[src/rtl/sram_arbiter_pkg.sv]
// Shared types for the IF/EX memory bus arbiter.
// Grant states, source encodings and the request bundle.
package sram_arbiter_pkg;

    typedef enum logic [1:0] {
        ARB_IDLE   = 2'd0,
        ARB_HOLD_I = 2'd1,
        ARB_HOLD_D = 2'd2
    } arb_state_t;

    localparam logic SRC_INST = 1'b0;
    localparam logic SRC_DATA = 1'b1;

    typedef struct packed {
        logic        wr;
        logic [1:0]  size;
        logic [3:0]  wstrb;
        logic [31:0] addr;
        logic [31:0] wdata;
    } mem_req_t;

endpackage

[src/rtl/sram_arbiter_src_fifo.sv]
// In-order FIFO of 1-bit request sources.
// Pop on empty is ignored; the caller treats it as a stray.
module src_fifo #(
    parameter int DEPTH = 4
) (
    input  logic clk,
    input  logic reset,
    input  logic push,
    input  logic pop,
    input  logic din,
    output logic dout,
    output logic full,
    output logic empty
);

    localparam int AW = $clog2(DEPTH);

    logic [DEPTH-1:0] mem;
    logic [AW-1:0]    wr_ptr;
    logic [AW-1:0]    rd_ptr;
    logic [AW:0]      count;
    logic             do_push;
    logic             do_pop;

    assign full    = (count == (AW+1)'(DEPTH));
    assign empty   = (count == '0);
    assign do_push = push && !full;
    assign do_pop  = pop && !empty;
    assign dout    = mem[rd_ptr];

    always_ff @(posedge clk or negedge reset) begin
        if (!reset) begin
            mem    <= '0;
            wr_ptr <= '0;
            rd_ptr <= '0;
            count  <= '0;
        end else begin
            if (do_push) begin
                mem[wr_ptr] <= din;
                wr_ptr      <= wr_ptr + 1'b1;
            end
            if (do_pop)
                rd_ptr <= rd_ptr + 1'b1;
            if (do_push && !do_pop)
                count <= count + 1'b1;
            else if (do_pop && !do_push)
                count <= count - 1'b1;
        end
    end

endmodule

[src/rtl/sram_arbiter.sv]
// Fixed-priority arbiter sharing one SRAM-like bus between IF and EX/MEM.
// Data wins ties; an unaccepted grant is held until taken or abandoned.
import sram_arbiter_pkg::*;

module sram_arbiter #(
    parameter int DEPTH = 4
) (
    input  logic        clk,
    input  logic        reset,

    input  logic        inst_req,
    input  logic        inst_wr,
    input  logic [1:0]  inst_size,
    input  logic [3:0]  inst_wstrb,
    input  logic [31:0] inst_addr,
    input  logic [31:0] inst_wdata,
    output logic        inst_addr_ok,
    output logic        inst_data_ok,
    output logic [31:0] inst_rdata,

    input  logic        data_req,
    input  logic        data_wr,
    input  logic [1:0]  data_size,
    input  logic [3:0]  data_wstrb,
    input  logic [31:0] data_addr,
    input  logic [31:0] data_wdata,
    output logic        data_addr_ok,
    output logic        data_data_ok,
    output logic [31:0] data_rdata,

    output logic        bus_req,
    output logic        bus_wr,
    output logic [1:0]  bus_size,
    output logic [3:0]  bus_wstrb,
    output logic [31:0] bus_addr,
    output logic [31:0] bus_wdata,
    input  logic        bus_addr_ok,
    input  logic        bus_data_ok,
    input  logic [31:0] bus_rdata,

    output logic        err_stray_ok
);

    arb_state_t state_q;
    arb_state_t state_d;

    mem_req_t inst_r;
    mem_req_t data_r;
    mem_req_t gnt_r;

    logic sel_data;
    logic gnt_req;
    logic accept;
    logic pop;
    logic head;
    logic full;
    logic empty;

    assign inst_r = '{inst_wr, inst_size, inst_wstrb, inst_addr, inst_wdata};
    assign data_r = '{data_wr, data_size, data_wstrb, data_addr, data_wdata};

    always_comb begin
        sel_data = 1'b0;
        unique case (state_q)
            ARB_IDLE:   sel_data = data_req;
            ARB_HOLD_I: sel_data = 1'b0;
            ARB_HOLD_D: sel_data = 1'b1;
            default:    sel_data = 1'b0;
        endcase
    end

    assign gnt_r   = sel_data ? data_r : inst_r;
    assign gnt_req = sel_data ? data_req : inst_req;

    // Masking the request when full keeps the FIFO from overflowing.
    assign bus_req   = gnt_req && !full;
    assign bus_wr    = gnt_r.wr;
    assign bus_size  = gnt_r.size;
    assign bus_wstrb = gnt_r.wstrb;
    assign bus_addr  = gnt_r.addr;
    assign bus_wdata = gnt_r.wdata;

    assign accept       = bus_req && bus_addr_ok;
    assign inst_addr_ok = accept && !sel_data;
    assign data_addr_ok = accept && sel_data;

    always_comb begin
        state_d = state_q;
        unique case (state_q)
            ARB_IDLE: begin
                if (bus_req && !bus_addr_ok)
                    state_d = sel_data ? ARB_HOLD_D : ARB_HOLD_I;
            end
            ARB_HOLD_I, ARB_HOLD_D: begin
                if (!gnt_req || accept)
                    state_d = ARB_IDLE;
            end
            default: state_d = ARB_IDLE;
        endcase
    end

    always_ff @(posedge clk or negedge reset) begin
        if (!reset)
            state_q <= ARB_IDLE;
        else
            state_q <= state_d;
    end

    src_fifo #(
        .DEPTH (DEPTH)
    ) u_fifo (
        .clk   (clk),
        .reset (reset),
        .push  (accept),
        .pop   (pop),
        .din   (sel_data ? SRC_DATA : SRC_INST),
        .dout  (head),
        .full  (full),
        .empty (empty)
    );

    assign pop          = bus_data_ok && !empty;
    assign inst_data_ok = pop && (head == SRC_INST);
    assign data_data_ok = pop && (head == SRC_DATA);
    assign inst_rdata   = bus_rdata;
    assign data_rdata   = bus_rdata;

    always_ff @(posedge clk or negedge reset) begin
        if (!reset)
            err_stray_ok <= 1'b0;
        else if (bus_data_ok && empty)
            err_stray_ok <= 1'b1;
    end

endmodule

[config.mk]
export PLATFORM = sky130hd
export DESIGN_NAME = sram_arbiter
export DESIGN_NICKNAME = d
export VERILOG_FILES = /design/src/rtl/sram_arbiter_pkg.sv /design/src/rtl/sram_arbiter_src_fifo.sv /design/src/rtl/sram_arbiter.sv
export SDC_FILE = /design/constraint.sdc
export NUM_CORES = 1
export LEC_CHECK = 0
export BUFFER_PORTS_ARGS = -buffer_cell sky130_fd_sc_hd__buf_2
export CAP_MARGIN = 15
export CORE_AREA = 2 2 123 125
export DETAILED_ROUTE_END_ITERATION = 10
export DIE_AREA = 0 0 125 127
export SLEW_MARGIN = 40
export SYNTH_ARGS = -nofsm -noshare
export SYNTH_HDL_FRONTEND = slang
export SYNTH_SLANG_ARGS = --single-unit
[constraint.sdc]
create_clock -name clk -period 6.4 [get_ports clk]
set_input_delay 0.32 -clock clk [delete_from_list [all_inputs] [get_ports clk]]
set_output_delay 0.32 -clock clk [all_outputs]
set_load 0.02 [all_outputs]
=== After elaboration in Yosys (flattened, before gate mapping) ===
Index checks and enable logic that the tools add are counted.

* Bits of input ports: 180
* Register bits after elaboration: 14
* Output and inout port bits: 141
* Word-level logic and storage cells: 61

* Mux-type cells: 15
* Magnitude comparators: 3
* Equal/unequal tests: 5
* Bitwise logic cells: 1
* Add/subtract/negate cells: 4
* Reduce and logical (&&, ||, !) cells: 27

{| class="wikitable"
|+ Operators with widths
! kind !! number
|-
| $mux W71 || 1
|-
| $logic_and A1 B1 Y1 || 14
|-
| $logic_not A1 Y1 || 7
|-
| $lt A2 B3 Y1 const B || 2
|-
| $mux W2 || 3
|-
| $mux W3 || 2
|-
| $add A2 B1 Y2 const B || 2
|-
| $bwmux W4 || 1
|-
| $mux W1 || 4
|-
| $ne A2 B2 Y1 const B || 2
|-
| $pmux W2 S2 || 1
|-
| $add A3 B1 Y3 const B || 1
|-
| $eq A3 B3 Y1 const B || 1
|-
| $logic_not A3 Y1 || 1
|-
| $sub A3 B1 Y3 const B || 1
|-
| $bmux W1 S2 || 1
|-
| $demux W1 S2 || 1
|-
| $eq A2 B1 Y1 const B || 1
|-
| $eq A2 B2 Y1 const B || 1
|-
| $ge A2 B1 Y1 const B || 1
|-
| $logic_not A2 Y1 || 1
|-
| $pmux W1 S2 || 1
|-
| $reduce_and A2 Y1 || 1
|-
| $reduce_bool A2 Y1 || 1
|-
| other kinds (3) || 3
|}

=== Depth between registers and ports, before layout ===
* Depth after elaboration: 10
* Depth in mapped cells: 12
* Depth with buffers taken out: 12

=== Hierarchy ===
A second synthesis with hierarchy kept.

* Cell total of the unflattened synthesis: 376
* Area total of the unflattened synthesis: 2219.6 um^2

{| class="wikitable"
|+ Modules (own cells, without submodules)
! module !! area an instance (um^2) !! instances !! sequential area each (um^2) !! cells an instance
|-
| sram_arbiter || 1616.6 || 1 || 75.1 || 323
|-
| src_fifo || 603.1 || 1 || 275.3 || 53
|}

=== Worst setup path before layout ===
No wires, ideal clock.

* Path kind: flip-flop to flip-flop
* Start point: register state_q[0]
* End point: register u_fifo.count[2]
* Buffers on the path: 0
* Clock period less this slack: 2314 ps
* Library setup time: 79 ps
* Data arrival time: 2235 ps
* Slack: 4086 ps
* Required time: 6321 ps
* Stages on the path, launching flop included: 13
* Path through: dfrtp_1 inv_1 ha_1 o21ai_2 a21oi_4 nand2_4 inv_2 ha_1 inv_1 fa_1 xor2_1 nor2_1 xor2_1

* Longest elaborated chain between the ends: 9
* Elaborated cells on any way between the ends: 12
* Those cells by class: eq/ne: 1; mux: 3; reduce/logical: 8

{| class="wikitable"
|+ Ends and longest elaborated chain
! item !! RTL line !! text
|-
| start: declaration || sram_arbiter.sv:44 || <nowiki>arb_state_t state_q;</nowiki>
|-
| start signal: assignment || sram_arbiter.sv:106 || <nowiki>state_q <= state_d;</nowiki>
|-
| $eq A2 B2 Y1 or $logic_not A2 Y1 (tied branches) || sram_arbiter.sv:64 || <nowiki>unique case (state_q)</nowiki>
|-
| $pmux W1 S2 (*) || sram_arbiter.sv:64 ||
|-
| $mux W1 (*) || sram_arbiter.sv:73 || <nowiki>assign gnt_req = sel_data ? data_req : inst_req;</nowiki>
|-
| $logic_and A1 B1 Y1 (*) || sram_arbiter.sv:76 || <nowiki>assign bus_req = gnt_req && !full;</nowiki>
|-
| via bus_req || sram_arbiter.sv:31 || <nowiki>output logic bus_req,</nowiki>
|-
| $logic_and A1 B1 Y1 (*) || sram_arbiter.sv:83 || <nowiki>assign accept = bus_req && bus_addr_ok;</nowiki>
|-
| $logic_and A1 B1 Y1 (*) || sram_arbiter_src_fifo.sv:27 || <nowiki>assign do_push = push && !full;</nowiki>
|-
| via u_fifo.do_push || sram_arbiter_src_fifo.sv:22 || <nowiki>logic do_push;</nowiki>
|-
| $logic_not A1 Y1 || sram_arbiter_src_fifo.sv:46 || <nowiki>else if (do_pop && !do_push)</nowiki>
|-
| $logic_and A1 B1 Y1 || sram_arbiter_src_fifo.sv:46 ||
|-
| $reduce_bool A2 Y1 (no source line) || -- ||
|-
| end signal: assignment || sram_arbiter_src_fifo.sv:45 || <nowiki>count <= count + 1'b1;</nowiki>
|-
| end signal: assignment || sram_arbiter_src_fifo.sv:47 || <nowiki>count <= count - 1'b1;</nowiki>
|-
| end: declaration || sram_arbiter_src_fifo.sv:21 || <nowiki>logic [AW:0] count;</nowiki>
|}

The timed path passes the listed nets; every way through them passes the cells marked *.
A chain may end at the register's enable or synchronous reset.

=== Final worst setup path ===
* Start point: register state_q[0]
* End point: output bus_wdata[9]

* Longest elaborated chain between the ends: 3
* Elaborated cells on any way between the ends: 4
* Those cells by class: eq/ne: 1; mux: 2; reduce/logical: 1

{| class="wikitable"
|+ Ends and longest elaborated chain
! item !! RTL line !! text
|-
| $eq A2 B2 Y1 or $logic_not A2 Y1 (tied branches) || sram_arbiter.sv:64 ||
|-
| $pmux W1 S2 (*) || sram_arbiter.sv:64 ||
|-
| $mux W71 (*) || sram_arbiter.sv:72 || <nowiki>assign gnt_r = sel_data ? data_r : inst_r;</nowiki>
|-
| end: declaration || sram_arbiter.sv:36 || <nowiki>output logic [31:0] bus_wdata,</nowiki>
|}

Every way passes the cells marked *; elsewhere a longest branch is shown, timed or not.

==> flow_metrics.env <==
export IMPL_clock_sinks=14
export IMPL_outcome="finished clean"
export IMPL_placedInstanceArea_sq_um=3034
export IMPL_clk_pin_slew_worst_paths_ps=40
export IMPL_synth_edf_count=0
export IMPL_die_y_um=127
export IMPL_ir_worst_vdd_uv=135.3
export IMPL_synth_top_family_by_area="simple AND/OR/NAND/NOR gates"
export IMPL_cp_cell_sequence="inv_1 -> ha_1 -> a21o_2 -> buf_4 -> nand2_1 -> nand2_1 -> buf_2"
export IMPL_worstSkewPairLatency_ps=240
export IMPL_initial_core_util_pct=15.20
export IMPL_htreeDepth=1
export IMPL_finClkSkew_ps=1.989
export IMPL_drtPass1Iterations=4
export IMPL_yosysWarnings=0
export IMPL_hp_class="in2reg"
export IMPL_place_congestion=0.7126
export IMPL_final_common_cell="buf_2"
export IMPL_ys_seq_area_share_pct=15.98
export IMPL_final_hold_viol_count=0
export IMPL_io_pins=321
export IMPL_vias=2693
export IMPL_synth_adder_area_share_pct=4.909
export IMPL_ant_nets=0
export IMPL_post_cts_setup_buffers=0
export IMPL_path_max_fanout=40
export IMPL_cts_buffers=3
export IMPL_rows=44
export IMPL_p_leak_uw=0.001960
export IMPL_preCtsSetupSlack_ps=3811
export IMPL_grt_usage_pct=10.03
export IMPL_grt_pass1_vias=2453
export IMPL_antenna_found_initial=2
export IMPL_synth_cell_types=33
export IMPL_finalMaxSlewViolations=0
export IMPL_numPortBuffers=224
export IMPL_grt_pass1_wl_um=12810
export IMPL_cap_violations=0
export IMPL_fin_setup_tns_ps=0
export IMPL_max_freq_mhz=355.5
export IMPL_die_x_um=125
export IMPL_core_sq_um=14420
export IMPL_power_density_nw_per_um2=376.1
export IMPL_arrival_ps=2490
export IMPL_root_buffer="clkbuf_16"
export IMPL_tightest_slew_ps=624.7
export IMPL_start_kind="register"
export IMPL_async_flop_share_pct=100.0
export IMPL_synth_compound_area_share_pct=6.621
export IMPL_yosys_area_share_simple_pct=41.32
export IMPL_cpPeakStageDelay_ps=580
export IMPL_post_synth_cell_area_avg_sq_um=5.957
export IMPL_vias_per_cell=3.825
export IMPL_yosysTopAreaCell="nand2_1"
export IMPL_drt_iter0_drc=111
export IMPL_cts_tree="yes"
export IMPL_post_route_drc_count=0
export IMPL_finalCriticalPeriod_ps=2813
export IMPL_synth_top_area_share_pct=36.82
export IMPL_synth_area_mux_share_pct=2.226
export IMPL_path_class="reg2out"
export IMPL_nets=708
export IMPL_fin_area_sq_um=3124
export IMPL_routed_wl_um=8909
export IMPL_yosys_top_cells_area="nand2_1, buf_4, dfrtp_1"
export IMPL_hpwl_um=7464
export IMPL_routedWlPerCell_um=12.65
export IMPL_cp_slowest_cell="a21o_2"
export IMPL_crit_path_frequent_cell="nand2_1"
export IMPL_synthXorXnorAreaFrac_pct=2.397
export IMPL_grt_max_degree=45
export IMPL_most_common_layout_cells="buf_2, nand2_1, dfrtp_1"
export IMPL_worstPathRequired_ps=6080
export IMPL_total_power_uw=1175
export IMPL_clock_path_buffers=2
export IMPL_rsz0062_at_grt="false"
export IMPL_synth_nets=556
export IMPL_fin_ws_ps=3587
export IMPL_die_area_sq_um=15880
export IMPL_slew_headroom_pct=58.36
export IMPL_synthToLayoutAreaGrowth_pct=42.52
export IMPL_cp_end_kind="output port"
export IMPL_synth_top_flop_cell="dfrtp_1"
export IMPL_gr_total_overflow=0
export IMPL_netlist_instances=368
export IMPL_finalCritPeriodShare_pct=43.95
export IMPL_drive_above_1_share_pct=46.33
export IMPL_ys_ff_latch=14
export IMPL_synth_area_sq_um=2192
export IMPL_setup_violations=0
cell type report:
| type | instances | area [sq um] |
|---|---|---|
| fill | 1654 | 11300 |
| clock buffer | 3 | 75.07 |
| tap | 184 | 230.2 |
| sequential | 14 | 350.3 |
| inverter | 8 | 30.03 |
| timing repair buffer | 228 | 1161 |
| antenna | 2 | 5.005 |
| multi-input combinational | 265 | 1272 |
power by group:
part           internal (uW)  switching [uW]
sequential               133            42.6
clock                   81.6            34.0
combinational            318             566
total                    533             642
sequential cells by signal, indices dropped and copies added, names as in the netlist:
name,cells
u_fifo.mem,4
err_stray_ok,1
u_fifo.count,3
state_q,2
u_fifo.rd_ptr,2
u_fifo.wr_ptr,2
worst max-delay path, delay by kind of cell (launching register included):
family / cells / cell delay, ps
buf+inv: 3 / 710
simple gates: 2 / 250
fa+ha+maj: 1 / 310
flops: 1 / 370
compound gates: 1 / 580
path summary, 6_finish.rpt:
check                                          from                      endpoint  slack (ps)  depth (start not counted)
max                          state_q[0]$_DFFE_PN0P_                  bus_wdata[9]        3590                          7
min                                     bus_data_ok      err_stray_ok$_DFFE_PN0P_         300                          2
max in group asynchronous                     reset        state_q[0]$_DFFE_PN0P_        5650                          2
min reg2reg                err_stray_ok$_DFFE_PN0P_      err_stray_ok$_DFFE_PN0P_         460                          1
min in group asynchronous                     reset  u_fifo.rd_ptr[0]$_DFFE_PN0P_         510                          2
max reg2reg                  state_q[0]$_DFFE_PN0P_   u_fifo.count[2]$_DFFE_PN0P_        3930                         12
cells in the mapped netlist, drive strengths merged (3+ instances only):
library cell / instances
nand2: 216
buf: 73
dfrtp: 14
clkbuf: 8
inv: 8
ha: 7
nor2: 5
a31oi: 4
a41oi: 4
nor3: 3
xnor2: 3
xor2: 3
metal layers:
layer / global-route usage, % / up-vias / routed length [um]
met4: 4.771 / 0 / 318
met3: 3.643 / 32 / 1073
li1: - / 1370 / -
met5: 0 / - / 0
met1: 12.67 / 1117 / 3538
met2: 15.22 / 174 / 3979
kinds of logic after synthesis:
| logic type | Yosys count |
|---|---|
| xor+xnor | 6 |
| compound gates | 18 |
| fa+ha+maj | 8 |
| mux | 3 |
| buf+inv | 89 |
| flops | 14 |
| simple gates | 230 |
through the flow:
stage          utilization (%)  instances  hold slack, ps
2_1_floorplan                -        368           24.41
3_3_place_gp             20.93        697           232.2
3_5_place_dp             21.04        698           229.9
4_1_cts                  21.63        702           294.0
5_1_grt                  21.64        703           309.6
6_report                 21.66        704           296.9
repair_timing:
action                    4_1_cts  5_1_grt
hold buffers                    1        0
hold endpoints to repair       14        0
resized for setup               0        0
No activity file was read; power rests on OpenSTA's default activity.
